$ cat src/rtl/sm83_alu_seq.sv
// sm83_alu_seq: sequencer in front of the 4-bit nibble ALU.
// It accepts one 8-bit op request and steps the ALU through load-A, load-B,
// a low-nibble pass and a high-nibble pass. It then returns the byte result
// and the {Z,N,H,C} flag register.
// Optional feature macro: SM83_ALU_SEQ_INCDEC_EN enables INC/DEC (ops 8/9).
// Without the macro, ops 8/9 behave as unused codes.
module sm83_alu_seq #(
    parameter int         ALU_WIDTH = 4,
    parameter logic [3:0] F_RESET   = 4'b0000
) (
    input  logic                   clk,
    input  logic                   reset,
    input  logic                   req_valid,
    output logic                   req_ready,
    input  logic [3:0]             req_op,
    input  logic [2*ALU_WIDTH-1:0] req_a,
    input  logic [2*ALU_WIDTH-1:0] req_b,
    output logic                   resp_valid,
    output logic [2*ALU_WIDTH-1:0] resp_result,
    output logic [3:0]             f_out,
    output logic [2*ALU_WIDTH-1:0] alu_din,
    output logic                   alu_load_a,
    output logic                   alu_load_b,
    output logic                   alu_load_b_zero,
    output logic                   alu_shift_oe,
    output logic                   alu_result_oe,
    output logic                   alu_op_low,
    output logic                   alu_op_b_high,
    output logic                   alu_carry_in,
    output logic                   alu_no_carry_out,
    output logic                   alu_force_carry,
    output logic                   alu_ignore_carry,
    output logic                   alu_negate,
    input  logic [2*ALU_WIDTH-1:0] alu_dout,
    input  logic                   alu_carry,
    input  logic                   alu_zero
);

    localparam int W = 2 * ALU_WIDTH;

`ifdef SM83_ALU_SEQ_INCDEC_EN
    localparam logic INCDEC_EN = 1'b1;
`else
    localparam logic INCDEC_EN = 1'b0;
`endif

    localparam logic [3:0] OP_ADD = 4'd0, OP_ADC = 4'd1, OP_SUB = 4'd2, OP_SBC = 4'd3,
                           OP_AND = 4'd4, OP_XOR = 4'd5, OP_OR  = 4'd6, OP_CP  = 4'd7,
                           OP_INC = 4'd8, OP_DEC = 4'd9;

    typedef enum logic [2:0] {S_IDLE, S_LDA, S_LDB, S_LO, S_HI} state_t;

    state_t         state, state_n;
    logic [3:0]     op_q;
    logic [W-1:0]   b_q;
    logic           lo_carry;
    logic           is_incdec;
    logic [4:0]     ctl;

    logic           req_ready_n, resp_valid_n;
    logic [W-1:0]   result_n, din_n;
    logic [3:0]     f_n;
    logic           load_a_n, load_b_n, load_bz_n, shift_oe_n, result_oe_n;
    logic           op_low_n, op_b_high_n, carry_in_n, r_n, s_n, v_n, neg_n;

    // ALU control word for an op: {no_carry_out, force_carry, ignore_carry, negate, low carry_in}
    function automatic logic [4:0] op_ctl(input logic [3:0] op, input logic c);
        logic [4:0] k;
        k = 5'b00000;
        case (op)
            OP_ADD:          k = 5'b00000;
            OP_ADC:          k = {4'b0000, c};
            OP_SUB, OP_CP:   k = 5'b00011;
            OP_SBC:          k = {4'b0001, ~c};
            OP_XOR:          k = 5'b10000;
            OP_OR:           k = 5'b10100;
            OP_AND:          k = 5'b01001;
            OP_INC:          k = INCDEC_EN ? 5'b00001 : 5'b00000;
            OP_DEC:          k = INCDEC_EN ? 5'b00010 : 5'b00000;
            default:         k = 5'b00000;
        endcase
        return k;
    endfunction

    assign is_incdec = INCDEC_EN && ((op_q == OP_INC) || (op_q == OP_DEC));
    assign ctl       = op_ctl(op_q, f_out[0]);

    // Next state and next values of every registered output
    always_comb begin
        state_n      = state;
        req_ready_n  = 1'b0;
        resp_valid_n = 1'b0;
        result_n     = resp_result;
        f_n          = f_out;
        din_n        = '0;
        load_a_n     = 1'b0;
        load_b_n     = 1'b0;
        load_bz_n    = 1'b0;
        shift_oe_n   = 1'b0;
        result_oe_n  = 1'b0;
        op_low_n     = 1'b0;
        op_b_high_n  = 1'b0;
        carry_in_n   = 1'b0;
        r_n          = 1'b0;
        s_n          = 1'b0;
        v_n          = 1'b0;
        neg_n        = 1'b0;
        case (state)
            S_IDLE: begin
                if (req_valid) begin
                    state_n    = S_LDA;
                    din_n      = req_a;
                    shift_oe_n = 1'b1;
                    load_a_n   = 1'b1;
                end else begin
                    req_ready_n = 1'b1;
                end
            end
            S_LDA: begin
                state_n = S_LDB;
                if (is_incdec) begin
                    load_bz_n = 1'b1;
                end else begin
                    din_n      = b_q;
                    shift_oe_n = 1'b1;
                    load_b_n   = 1'b1;
                end
            end
            S_LDB: begin
                state_n  = S_LO;
                op_low_n = 1'b1;
                {r_n, s_n, v_n, neg_n, carry_in_n} = ctl;
            end
            S_LO: begin
                state_n     = S_HI;
                op_b_high_n = 1'b1;
                result_oe_n = 1'b1;
                {r_n, s_n, v_n, neg_n} = ctl[4:1];
                // The high pass continues the chain from the low-nibble carry
                carry_in_n  = alu_carry;
            end
            S_HI: begin
                state_n      = S_IDLE;
                req_ready_n  = 1'b1;
                resp_valid_n = 1'b1;
                case (op_q)
                    OP_ADD, OP_ADC: begin
                        result_n = alu_dout;
                        f_n      = {alu_zero, 1'b0, lo_carry, alu_carry};
                    end
                    OP_SUB, OP_SBC: begin
                        result_n = alu_dout;
                        f_n      = {alu_zero, 1'b1, ~lo_carry, ~alu_carry};
                    end
                    OP_CP:  f_n = {alu_zero, 1'b1, ~lo_carry, ~alu_carry};
                    OP_AND: begin
                        result_n = alu_dout;
                        f_n      = {alu_zero, 3'b010};
                    end
                    OP_XOR, OP_OR: begin
                        result_n = alu_dout;
                        f_n      = {alu_zero, 3'b000};
                    end
                    OP_INC: if (INCDEC_EN) begin
                        result_n = alu_dout;
                        f_n      = {alu_zero, 1'b0, lo_carry, f_out[0]};
                    end
                    OP_DEC: if (INCDEC_EN) begin
                        result_n = alu_dout;
                        f_n      = {alu_zero, 1'b1, ~lo_carry, f_out[0]};
                    end
                    default: ;
                endcase
            end
            default: begin
                state_n     = S_IDLE;
                req_ready_n = 1'b1;
            end
        endcase
    end

    // State and all outputs are registered; reset aborts any op in flight
    always_ff @(posedge clk or posedge reset) begin
        if (reset) begin
            state            <= S_IDLE;
            req_ready        <= 1'b1;
            resp_valid       <= 1'b0;
            resp_result      <= '0;
            f_out            <= F_RESET;
            alu_din          <= '0;
            alu_load_a       <= 1'b0;
            alu_load_b       <= 1'b0;
            alu_load_b_zero  <= 1'b0;
            alu_shift_oe     <= 1'b0;
            alu_result_oe    <= 1'b0;
            alu_op_low       <= 1'b0;
            alu_op_b_high    <= 1'b0;
            alu_carry_in     <= 1'b0;
            alu_no_carry_out <= 1'b0;
            alu_force_carry  <= 1'b0;
            alu_ignore_carry <= 1'b0;
            alu_negate       <= 1'b0;
        end else begin
            state            <= state_n;
            req_ready        <= req_ready_n;
            resp_valid       <= resp_valid_n;
            resp_result      <= result_n;
            f_out            <= f_n;
            alu_din          <= din_n;
            alu_load_a       <= load_a_n;
            alu_load_b       <= load_b_n;
            alu_load_b_zero  <= load_bz_n;
            alu_shift_oe     <= shift_oe_n;
            alu_result_oe    <= result_oe_n;
            alu_op_low       <= op_low_n;
            alu_op_b_high    <= op_b_high_n;
            alu_carry_in     <= carry_in_n;
            alu_no_carry_out <= r_n;
            alu_force_carry  <= s_n;
            alu_ignore_carry <= v_n;
            alu_negate       <= neg_n;
        end
    end

    // Request latch on accept, plus the low-nibble carry captured as LO ends
    always_ff @(posedge clk) begin
        if (state == S_IDLE && req_valid) begin
            op_q <= req_op;
            b_q  <= req_b;
        end
        if (state == S_LO) begin
            lo_carry <= alu_carry;
        end
    end

endmodule
$ cat config.mk
export PLATFORM = sky130hd
export DESIGN_NAME = sm83_alu_seq
export DESIGN_NICKNAME = d
export VERILOG_FILES = /design/src/rtl/sm83_alu_seq.sv
export SDC_FILE = /design/constraint.sdc
export NUM_CORES = 1
export LEC_CHECK = 0
export CORE_UTILIZATION = 30
export CTS_CLUSTER_DIAMETER = 200
export DETAILED_ROUTE_END_ITERATION = 7
export PLACE_DENSITY = 0.63
export SLEW_MARGIN = 20
export SYNTH_ARGS = -nofsm -noshare
export SYNTH_HDL_FRONTEND = slang
export SYNTH_SLANG_ARGS = --single-unit
$ cat constraint.sdc
create_clock -name clk -period 3.3 [get_ports clk]
set_clock_uncertainty 0.05 [all_clocks]
set_input_delay 0.99 -clock clk [delete_from_list [all_inputs] [get_ports clk]]
set_output_delay 0.99 -clock clk [all_outputs]
set_load 0.01 [all_outputs]
==> summary.md <==
| Metric | Value |
|---|---|
| Status | finished clean |
| Clock network power share | 18.7% |
| Clock root cell | clkbuf_8 |
| RePlAce Congestion | 0.751 |
| Worst-path clk slew | 0.09 ns |
| Final setup violating endpoints | 0 |
| 1st-pass router iterations | 4 |
| Critical Path Sink Type | output pin |
| Max-Cap Viols | 0 |
| Share of cells above drive strength 1 | 13.9% |
| Global-route usage over all layers | between 10% and 20% |
| Internal power | 1550 µW |
| Number of synthesized flops with an enable pin | 13 |
| Post-route setup TNS | 0 ns |
| Sw frac | 29.5% |
| Routed WL | 3520 µm |
| Leak Pwr | 0.00112 µW |
| Tcrit/Tclk final | about 72% |
| Synth Area in XOR/XNOR | 0.950% |
| Max H-tree Level | 2 |
| Vias in the first global route | 1,125 |
| Drt first-iter violations | 50 |
| IO Port Bufs | 65 |
| Worst slew pin tran | 0.589 ns |
| Post-Syn Nets | 154 |
| Vias | between 1,000 and 1,500 |
| Vias/cell | 4.34 |
| Adder-cell share of the synthesized area | 0% |
| RSZ-0062 raised after global routing | no |
| Post-CTS Hold Buffers | 0 |
| Crit Path Class | register to output pin |
| P per Cell Area | 828 nW/µm² |
| Peak supply drop | 0.319 mV |
| Busiest grt layer | met2 |
| Gate power share | a little under two fifths |
| Worst path max stage delay | 0.52 ns |
| Met1 usage | 13.1% |
| Routed length per placed instance | 13.4 µm |
| YS warnings | 0 |
| Synth Area in Compound Gates | 5.77% |
| Number of diodes | 0 |
| Final worst setup slack | 0.917 ns |
| Num ports | between 60 and 70 |
| Global route overflow | 0 |
| FMAX | roughly 0.42 GHz |
| Worst min path class | register to register |
| Seq pwr share | 44.1% |
| Nets | about 220 |
| Post-Synthesis Cells | 121 |
| CP arrival | about 1.3 ns |
| Max-slew violation total from the final report | 0 |
| CP max stage cell | dfstp_2 |
| # clock sinks | 48 |
| Post-Synth Simple-Gate Area | between 10 and 15% |
| Core area | 5920 µm² |
| Synth Flop Type | dfrtp_1 |
| Hpwl dp | 2530 µm |
| Max transition margin | 60.5% |
| Final Critical Period | around 2.4 ns |
| Async SR Flop Fraction | 72.9% |
| Post-CTS setup buffers | 0 |
| First-pass GRT wire length | roughly 5400 µm |
| Die area | between 6000 and 7000 µm² |
| Yosys reg bits | 48 |
| Sw Pwr | 649 µW |
| Residual DRC | 0 |
| Post-synthesis cell area | 1840 µm² |
| R2r setup slk | 1.45 ns |
| Clock buffer depth | 2 |
| Antenna-violating nets left | 0 |
| Die Wd | between 80 and 90 µm |
| Largest family of logic cells by synthesized area | simple AND/OR/NAND/NOR gates |
| CP Buf/Inv Count | 1 |
| Distinct cell type count after synthesis | 33 |
| Commonest non-fill, non-tap cell in the layout | clkdlybuf4s50_1 |
| Cell Count Post-Placement | 254 |
| PostCTS Resize Cnt | 0 |
| Pre-CTS setup slack | 0.930 ns |
| GR Util met2 | 16.9% |
| Avg Cell Area, Syn | 15.2 µm² |
| Seq/Total Area, Yosys | a little under 70% |
| Largest net degree at the start of global routing | 36 |
| Final hold viol count | 0 |
| Final core occ | 44.8% |
| Element type at the critical path start | register |
| Die Span Y | 80.4 µm |
| TritonCTS clock tree | yes |
| Cell family with most CP delay | flip-flops |
| Final Non-Filler Cells | 262 |
| Starting Density | 31.1% |
| FP Rows | 28 |
| Post-synthesis mux area share | 9.43% |
| Crit-path cells | clkdlybuf4s50_1 |
| Later-pin clock latency in the skew report | 0.30 ns |
| CP max FO | 1 |
| Met3 GRT Util | about 6.9% |
| Initial antenna violation count | 0 |
| CTS Buf Count | 5 |
| WP data required | roughly 2.3 ns |
| Most frequent cells in the layout | clkdlybuf4s50_1, dfrtp_1, edfxtp_1 |
| Area growth from synthesis to final layout | 44.0% |
[sequential cells by signal (all words and copies together), names as in the netlist, 3 cells and up]
register	count
f_out	4
alu_din	8
resp_result	8
op_q	4
b_q	8
state	3
[path summary, 6_finish.rpt]
check	from	to	cells after the start
min in group asynchronous	reset	alu_shift_oe$_DFF_PP0_	3
hold / removal	b_q[0]$_DFFE_PP_	alu_din[0]$_DFF_PP0_	1
setup reg to reg	state[0]$_DFFE_PP0P_	resp_result[5]$_DFFE_PP0P_	4
hold reg to reg	b_q[0]$_DFFE_PP_	alu_din[0]$_DFF_PP0_	1
max in group asynchronous	reset	req_ready$_DFF_PP1_	3
setup / recovery	req_ready$_DFF_PP1_	req_ready	1
[kinds of logic after synthesis]
kind of cell | after synthesis
other | 1
multiplexers | 13
AND/OR/NAND/NOR | 31
buffers and inverters | 12
XOR/XNOR | 2
flip-flops | 48
AO/OA/AOI/OAI | 14
[layer usage]
layer	routed length (µm)	part of all wire (%)
met5	0	0
met1	1490	42
met3	506	14
met2	1460	41
met4	63	1.8
[area by class of cell]
| class | count | area, µm² |
|---|---|---|
| fill | 555 | 3270 |
| clock buffer | 5 | 68.8 |
| sequential | 48 | 1270 |
| inverter | 3 | 11.3 |
| multi-input combinational | 61 | 505 |
| tap | 75 | 93.8 |
| clock inverter | 3 | 42.5 |
| timing repair buffer | 67 | 666 |
[synth_stat cells, drive strengths merged, types with 2 or more instances]
master / count / area (µm²)
a22o: 8 / 70.1
nor3: 4 / 25.0
dfrtp: 34 / 851
mux2: 11 / 154
a21oi: 2 / 10.0
nor2b: 2 / 12.5
inv: 3 / 11.3
nand2b: 3 / 18.8
nor2: 10 / 37.5
o21ai: 2 / 10.0
and3: 2 / 12.5
nand2: 3 / 27.5
buf: 6 / 48.8
mux2i: 2 / 20.0
nor4b: 2 / 32.5
clkbuf: 3 / 11.3
edfxtp: 13 / 390
[power groups by stage]
stage / combinational [µW] / clock (µW) / sequential [µW]
detailed placement: 823 / 0 / 985
global route: 882 / 455 / 996
global placement: 820 / 0 / 974
floorplan: 394 / 0 / 1000
finish: 818 / 412 / 970
CTS: 828 / 429 / 973
[per-stage QoR]
| step | hold slack [ns] | power [µW] | area, µm² |
|---|---|---|---|
| 4_1_cts | 0.430 | 2230 | 2660 |
| 2_1_floorplan | 0.379 | 1390 | 1840 |
| 3_5_place_dp | 0.409 | 1810 | 2540 |
| 5_1_grt | 0.446 | 2330 | 2660 |
| 3_3_place_gp | 0.402 | 1790 | 2540 |
| 6_report | 0.427 | 2200 | 2660 |
Power figures use the tool's default switching activity.
